===== config.mk =====
export PLATFORM = sky130hd
export DESIGN_NAME = attn_seq_ctrl
export DESIGN_NICKNAME = d
export VERILOG_FILES = /design/src/rtl/attn_ctrl_pkg.sv /design/src/rtl/attn_row_cnt.sv /design/src/rtl/attn_seq_ctrl.sv
export SDC_FILE = /design/constraint.sdc
export NUM_CORES = 1
export LEC_CHECK = 0
export CAP_MARGIN = 20
export CORE_MARGIN = 2
export CORE_UTILIZATION = 56
export CTS_CLUSTER_SIZE = 28
export DETAILED_ROUTE_END_ITERATION = 10
export GPL_ROUTABILITY_DRIVEN = 1
export PLACE_DENSITY_LB_ADDON = 0.08
export SLEW_MARGIN = 20
export SYNTH_ARGS = -nofsm -noshare
export SYNTH_HDL_FRONTEND = slang
export SYNTH_SLANG_ARGS = --single-unit

===== constraint.sdc =====
create_clock -name clk -period 4.85 [get_ports clk]
set_input_delay 1.2125 -clock clk [delete_from_list [all_inputs] [get_ports clk]]
set_output_delay 1.2125 -clock clk [all_outputs]
set_load 0.01 [all_outputs]

===== src/rtl/attn_ctrl_pkg.sv =====
// Shared types and default sizing for the attention-core sequencer.
package attn_ctrl_pkg;

  localparam int unsigned N_ROWS_DEF = 8;
  localparam int unsigned N_KEYS_DEF = 8;
  localparam int unsigned CORES_DEF  = 2;
  localparam int unsigned WDT_W_DEF  = 8;

  // Encoding is visible on the debug state port, so keep it stable.
  typedef enum logic [3:0] {
    ST_IDLE    = 4'h0,
    ST_LOAD_Q  = 4'h1,
    ST_LOAD_K  = 4'h2,
    ST_PRELOAD = 4'h3,
    ST_EXEC    = 4'h4,
    ST_DRAIN   = 4'h5,
    ST_SFP_ACC = 4'h6,
    ST_SFP_DIV = 4'h7,
    ST_DONE    = 4'h8,
    ST_ERR     = 4'hF
  } state_e;

endpackage


===== src/rtl/attn_row_cnt.sv =====
// Row counter shared by the issue and drain phases; saturates at the last row.
module attn_row_cnt
  import attn_ctrl_pkg::*;
#(
  parameter int unsigned W = 3
) (
  input  logic         clk,
  input  logic         reset,
  input  logic         clr_i,
  input  logic         inc_i,
  input  logic [W-1:0] last_i,
  output logic [W-1:0] cnt_o,
  output logic         last_o
);

  logic [W-1:0] cnt_q, cnt_d;

  always_comb begin
    cnt_d = cnt_q;
    if (clr_i)
      cnt_d = '0;
    else if (inc_i && !last_o)
      cnt_d = cnt_q + 1'b1;
  end

  always_ff @(posedge clk) begin
    if (reset)
      cnt_q <= '0;
    else
      cnt_q <= cnt_d;
  end

  assign cnt_o  = cnt_q;
  assign last_o = (cnt_q == last_i);

endmodule


===== src/rtl/attn_seq_ctrl.sv =====
// Handshake-driven sequencer for one Q*K attention pass, with multi-core SFP
// sync and a per-phase stall watchdog.
module attn_seq_ctrl
  import attn_ctrl_pkg::*;
#(
  parameter int unsigned N_ROWS = N_ROWS_DEF,
  parameter int unsigned N_KEYS = N_KEYS_DEF,
  parameter int unsigned CORES  = CORES_DEF,
  parameter int unsigned WDT_W  = WDT_W_DEF
) (
  input  logic                          clk,
  input  logic                          reset,
  input  logic                          start,
  input  logic [$clog2(N_ROWS+1)-1:0]   n_rows,
  input  logic                          q_full,
  input  logic                          k_full,
  input  logic                          ld_done,
  input  logic                          ofifo_valid,
  input  logic [CORES-1:0]              sfp_ready,
  input  logic                          int_fifo_full,
  output logic                          q_wr,
  output logic                          k_wr,
  output logic                          kmem_ld,
  output logic                          exec,
  output logic                          ofifo_rd,
  output logic                          sfp_acc,
  output logic                          sfp_div,
  output logic [$clog2(N_ROWS)-1:0]     row_idx,
  output logic                          busy,
  output logic                          done,
  output logic                          err,
  output logic [3:0]                    state
);

  localparam int unsigned CNT_W  = $clog2(N_ROWS + 1);
  localparam int unsigned RIDX_W = $clog2(N_ROWS);
  localparam logic [RIDX_W-1:0] LAST_MAX = RIDX_W'(N_ROWS - 1);

  if (N_ROWS < 2 || N_KEYS < 1 || CORES < 1 || WDT_W < 2) begin : g_bad_params
    $error("attn_seq_ctrl: unsupported parameter set");
  end

  state_e            state_q, state_d;
  logic [RIDX_W-1:0] last_row_q, last_row_d;
  logic [WDT_W-1:0]  wdt_q, wdt_d;
  logic              q_wr_q, k_wr_q, kmem_ld_q, exec_q, exec_d;
  logic              sfp_acc_q, sfp_div_q, busy_q, done_q, err_q;
  logic              start_ok, pop, wdt_exp;
  logic [RIDX_W-1:0] ex_cnt, dr_cnt;
  logic              ex_last, dr_last;

  assign start_ok = (state_q == ST_IDLE) && start;
  assign pop      = (state_q == ST_DRAIN) && ofifo_valid && !int_fifo_full;
  assign wdt_exp  = (wdt_q == '1) && (state_q != ST_IDLE) && (state_q != ST_ERR);

  // The last row index is stored rather than the count, so it fits row_idx width.
  always_comb begin
    last_row_d = last_row_q;
    if (start_ok) begin
      if (n_rows == '0 || n_rows > CNT_W'(N_ROWS))
        last_row_d = LAST_MAX;
      else
        last_row_d = RIDX_W'(n_rows - 1'b1);
    end
  end

  always_comb begin
    state_d = state_q;
    case (state_q)
      ST_IDLE:    if (start)                state_d = ST_LOAD_Q;
      ST_LOAD_Q:  if (q_full)               state_d = ST_LOAD_K;
      ST_LOAD_K:  if (k_full)               state_d = ST_PRELOAD;
      ST_PRELOAD: if (ld_done)              state_d = ST_EXEC;
      ST_EXEC:    if (exec_q && ex_last)    state_d = ST_DRAIN;
      ST_DRAIN:   if (pop && dr_last)       state_d = ST_SFP_ACC;
      ST_SFP_ACC: if (&sfp_ready)           state_d = ST_SFP_DIV;
      ST_SFP_DIV:                           state_d = ST_DONE;
      ST_DONE:                              state_d = ST_IDLE;
      ST_ERR:                               state_d = ST_ERR;
      default:                              state_d = ST_IDLE;
    endcase
    if (wdt_exp)
      state_d = ST_ERR;
  end

  // Any forward progress (phase change or accepted row beat) restarts the watchdog.
  always_comb begin
    if (state_d != state_q || exec_q || pop || state_q == ST_IDLE || state_q == ST_ERR)
      wdt_d = '0;
    else
      wdt_d = wdt_q + 1'b1;
  end

  assign exec_d = (state_d == ST_EXEC) && !int_fifo_full;

  attn_row_cnt #(.W(RIDX_W)) u_exec_cnt (
    .clk    (clk),
    .reset  (reset),
    .clr_i  (start_ok),
    .inc_i  (exec_q),
    .last_i (last_row_q),
    .cnt_o  (ex_cnt),
    .last_o (ex_last)
  );

  attn_row_cnt #(.W(RIDX_W)) u_drain_cnt (
    .clk    (clk),
    .reset  (reset),
    .clr_i  (start_ok),
    .inc_i  (pop),
    .last_i (last_row_q),
    .cnt_o  (dr_cnt),
    .last_o (dr_last)
  );

  always_ff @(posedge clk) begin
    if (reset) begin
      state_q    <= ST_IDLE;
      last_row_q <= LAST_MAX;
      wdt_q      <= '0;
      q_wr_q     <= 1'b0;
      k_wr_q     <= 1'b0;
      kmem_ld_q  <= 1'b0;
      exec_q     <= 1'b0;
      sfp_acc_q  <= 1'b0;
      sfp_div_q  <= 1'b0;
      busy_q     <= 1'b0;
      done_q     <= 1'b0;
      err_q      <= 1'b0;
    end else begin
      state_q    <= state_d;
      last_row_q <= last_row_d;
      wdt_q      <= wdt_d;
      q_wr_q     <= (state_d == ST_LOAD_Q);
      k_wr_q     <= (state_d == ST_LOAD_K);
      kmem_ld_q  <= (state_d == ST_PRELOAD);
      exec_q     <= exec_d;
      sfp_acc_q  <= (state_d == ST_SFP_ACC);
      sfp_div_q  <= (state_d == ST_SFP_DIV);
      busy_q     <= (state_d != ST_IDLE);
      done_q     <= (state_d == ST_DONE);
      err_q      <= err_q | (state_d == ST_ERR);
    end
  end

  assign q_wr     = q_wr_q;
  assign k_wr     = k_wr_q;
  assign kmem_ld  = kmem_ld_q;
  assign exec     = exec_q;
  assign ofifo_rd = pop;
  assign sfp_acc  = sfp_acc_q;
  assign sfp_div  = sfp_div_q;
  assign busy     = busy_q;
  assign done     = done_q;
  assign err      = err_q;
  assign state    = state_q;
  assign row_idx  = (state_q == ST_EXEC)  ? ex_cnt :
                    (state_q == ST_DRAIN) ? dr_cnt : '0;

endmodule


==> metrics.cfg <==
[status]
status = finished, violations left
violations = DRC

[sta]
relSlewSlack_pct = 49.46
setup_tns_ns = 0
post-route-period-util_pct = 82.52
hold_viol = 0
worstMarginPinSlew_ns = 0.7512
clock.fmax_ghz = 0.2499
holdWs_ns = 0.5192
finClkSkew_ns = 0.009433
final.min_clock_period_ns = 4.002
slew_violations = 0
rsz0062_at_grt = false
setup_viol = 0

[setup_path]
timing.rr.end = wdt_q[4]
cp.required_ns = 3.64
max_stage_delay_ns = 0.55
path_buf_inv = 3
rrSetupSlack_ns = 2.17
r2r_cells = 5
crit_arrival_ns = 2.79
cp_cell_sequence = clkdlybuf4s50_1 -> nor2b_1 -> nand3_1 -> inv_1 -> clkdlybuf4s50_1
r2r-start = state[3]
crit_cells = 5
cp-end-kind = primary output
startpoint_type = primary input
cp_top_family = buffers and inverters
startpoint = ofifo_valid
cp_max_fo = 5
endpoint = ofifo_rd
cpMostUsedCell = clkdlybuf4s50_1
cpMaxStageDelayCell = clkdlybuf4s50_1
path_class = primary input to primary output

[floorplanning]
core_um2 = 2805
num_rows = 19
io_pins = 31
die-area_um2 = 3465
dieWidth_um = 58.86
fp.dieH_um = 58.86
start_util_pct = 60.08

[cts]
post_cts_buffers = 0
cts_hold_buffers = 0
clkLatencyLatePin_ns = 0.33
numClockSinks = 30
path_clk_slew_ns = 0.10
cts_buffers = 5
ctsResizeCount = 0
clockBufferDepth = 2
h-tree-depth = 2
root_buffer = clkbuf_4
cts_tree = yes

[logic_synthesis]
postSynth.asyncResetShare_pct = 0
yosys.area.top_type = dfxtp_1
synth_most_common_cell = dfxtp_1
synthMuxAreaShare_pct = 1.782
syn-cell-area_um2 = 1685
yosys.area_share.simple_pct = 26.65
synthTopCellsByCount = dfxtp_1, nor2_1, nand3_1, a21oi_1
syn_nets = 208
synth_edf_count = 0
synth-compound-area-share_pct = 19.08
synth_top_family_by_area = simple AND/OR/NAND/NOR gates
synth-seq-area-share_pct = 35.63
ys_seq_elements = 30
avgSynthCellArea_um2 = 8.870
ys.flop_type = dfxtp_1
synthCells = 190
ys.warnings.count = 0
yosys.cell_types.count = 49
synthAdderAreaFrac_pct = 2.970
synth_xor_area_share_pct = 9.354
yosys.area.top_type_share_pct = 35.63
synth_area_leaders = dfxtp_1, xnor2_1, xor2_1, a2111oi_1, nand3_1

[routing]
first_pass_iters = 7
viasPerCell = 6.373
drt-initial-drc-count = 85
drc = 3
wire_per_inst_um = 16.27
wl_um = 4052
vias = 1587
ant_nets = 0

[grt]
grt-ovfl-total = 0
grt_first_pass_wirelength_um = 6796
gr-usage-all-layers_pct = 25.95
grt_max_degree = 21
antenna_found_initial = 0
grt_pass1_vias = 1503

[place]
place.port_buffers = 30
hpwlAfterDp_um = 2927
dp.cells = 241
place_congestion = 0.8174

[finish]
syn2layout_area_growth_pct = 21.16
post-route-util_pct = 72.79
diodes = 0
drive_above_1_share_pct = 7.339
final_cells = 249
fin_nets = 235

[pwr]
p_leak_uw = 0.0007002
vdd_drop_max_uv = 190.8
powerDensity_nw_per_um2 = 268.2

[hold_path]
min_from = u_exec_cnt.cnt_o[1]
hold_path_class = flop to flop

[flow_run]
maxCapViolCount = 0

==> registers in the layout, summed over array words and instances, names as in the netlist, 3 cells and up <==
signal / cells
wdt_q: 8
state: 4
last_row_q: 3
u_exec_cnt.cnt_o: 3
u_drain_cnt.cnt_o: 3
==> cell usage in the layout (no fill, tap or decap), types with 3 or more instances in the layout <==
master           Yosys  final
dfxtp_1             30     30
clkdlybuf4s50_1      0     30
nor2_1              16     16
nand3_1             12     12
a21oi_1             11     11
nand2_1             10     10
xnor2_1             10     10
xor2_1               8      8
nor2b_1              7      7
nor4_1               6      6
a2111oi_1            6      6
clkbuf_4             0      5
inv_1                4      4
or3_1                4      4
o21ai_0              4      4
nor3_1               4      4
ha_1                 4      4
nand2b_1             3      3
mux2i_1              3      3
nand4_1              3      3
a211oi_1             3      3
clkbuf_8             0      3
==> metal layers <==
layer,part of all wire (%),up-vias,track usage (%)
li1,-,754,-
met1,41,754,30.62
met2,50,67,44.44
met3,7.2,12,7.253
met4,1.8,0,10.06
met5,0,-,0
==> how the worst min path moves through the flow <==
stage          slack [ns]                  end  cells after the start
5_1_grt              0.55  u_exec_cnt.cnt_o[1]                      2
6_report             0.52  u_exec_cnt.cnt_o[1]                      2
3_5_place_dp         0.51  u_exec_cnt.cnt_o[1]                      2
4_1_cts              0.52  u_exec_cnt.cnt_o[1]                      2
2_1_floorplan        0.47             wdt_q[0]                      1
3_3_place_gp         0.49  u_exec_cnt.cnt_o[1]                      2
==> cells by family (layout without fill, tap and decap cells) <==
group,after synthesis,after routing
and+or+nand+nor,80,80
muxes,3,3
adders and majority gates,4,4
AOI/OAI and AO/OA,41,41
xor gates and xnor gates,18,18
buffers and inverters,14,42
DFF,30,30
==> stage by stage <==
stage / total power [uW] / worst slack, ns / area [um2]
finish: 547.7 / 0.8476 / 2042
global route: 569.0 / 0.7978 / 2042
CTS: 548.7 / 0.8665 / 2042
detailed placement: 363.4 / 0.8701 / 1963
global placement: 360.3 / 0.9245 / 1963
floorplan: 327.4 / 1.976 / 1685
==> layout make-up <==
| class | instances | area [um2] |
|---|---|---|
| multi-input cells | 146 | 1008 |
| fillers | 237 | 763.2 |
| flip-flops and latches | 30 | 600.6 |
| repair buffers | 30 | 300.3 |
| clock buffers | 8 | 78.83 |
| well taps | 31 | 38.79 |
| inverters | 4 | 15.01 |
==> worst min-delay path, stage by stage (launching register included) <==
cell and delay (ns):
dfxtp_1 0.36, nand2_1 0.07, a21oi_1 0.06
==> report_power, final <==
group | switching (uW) | total, uW | internal, uW
Sequential | 12.7 | 267 | 254
Clock | 89.3 | 188 | 99.0
Combinational | 49.1 | 92.6 | 43.6
No activity file was read; power rests on OpenSTA's default activity.
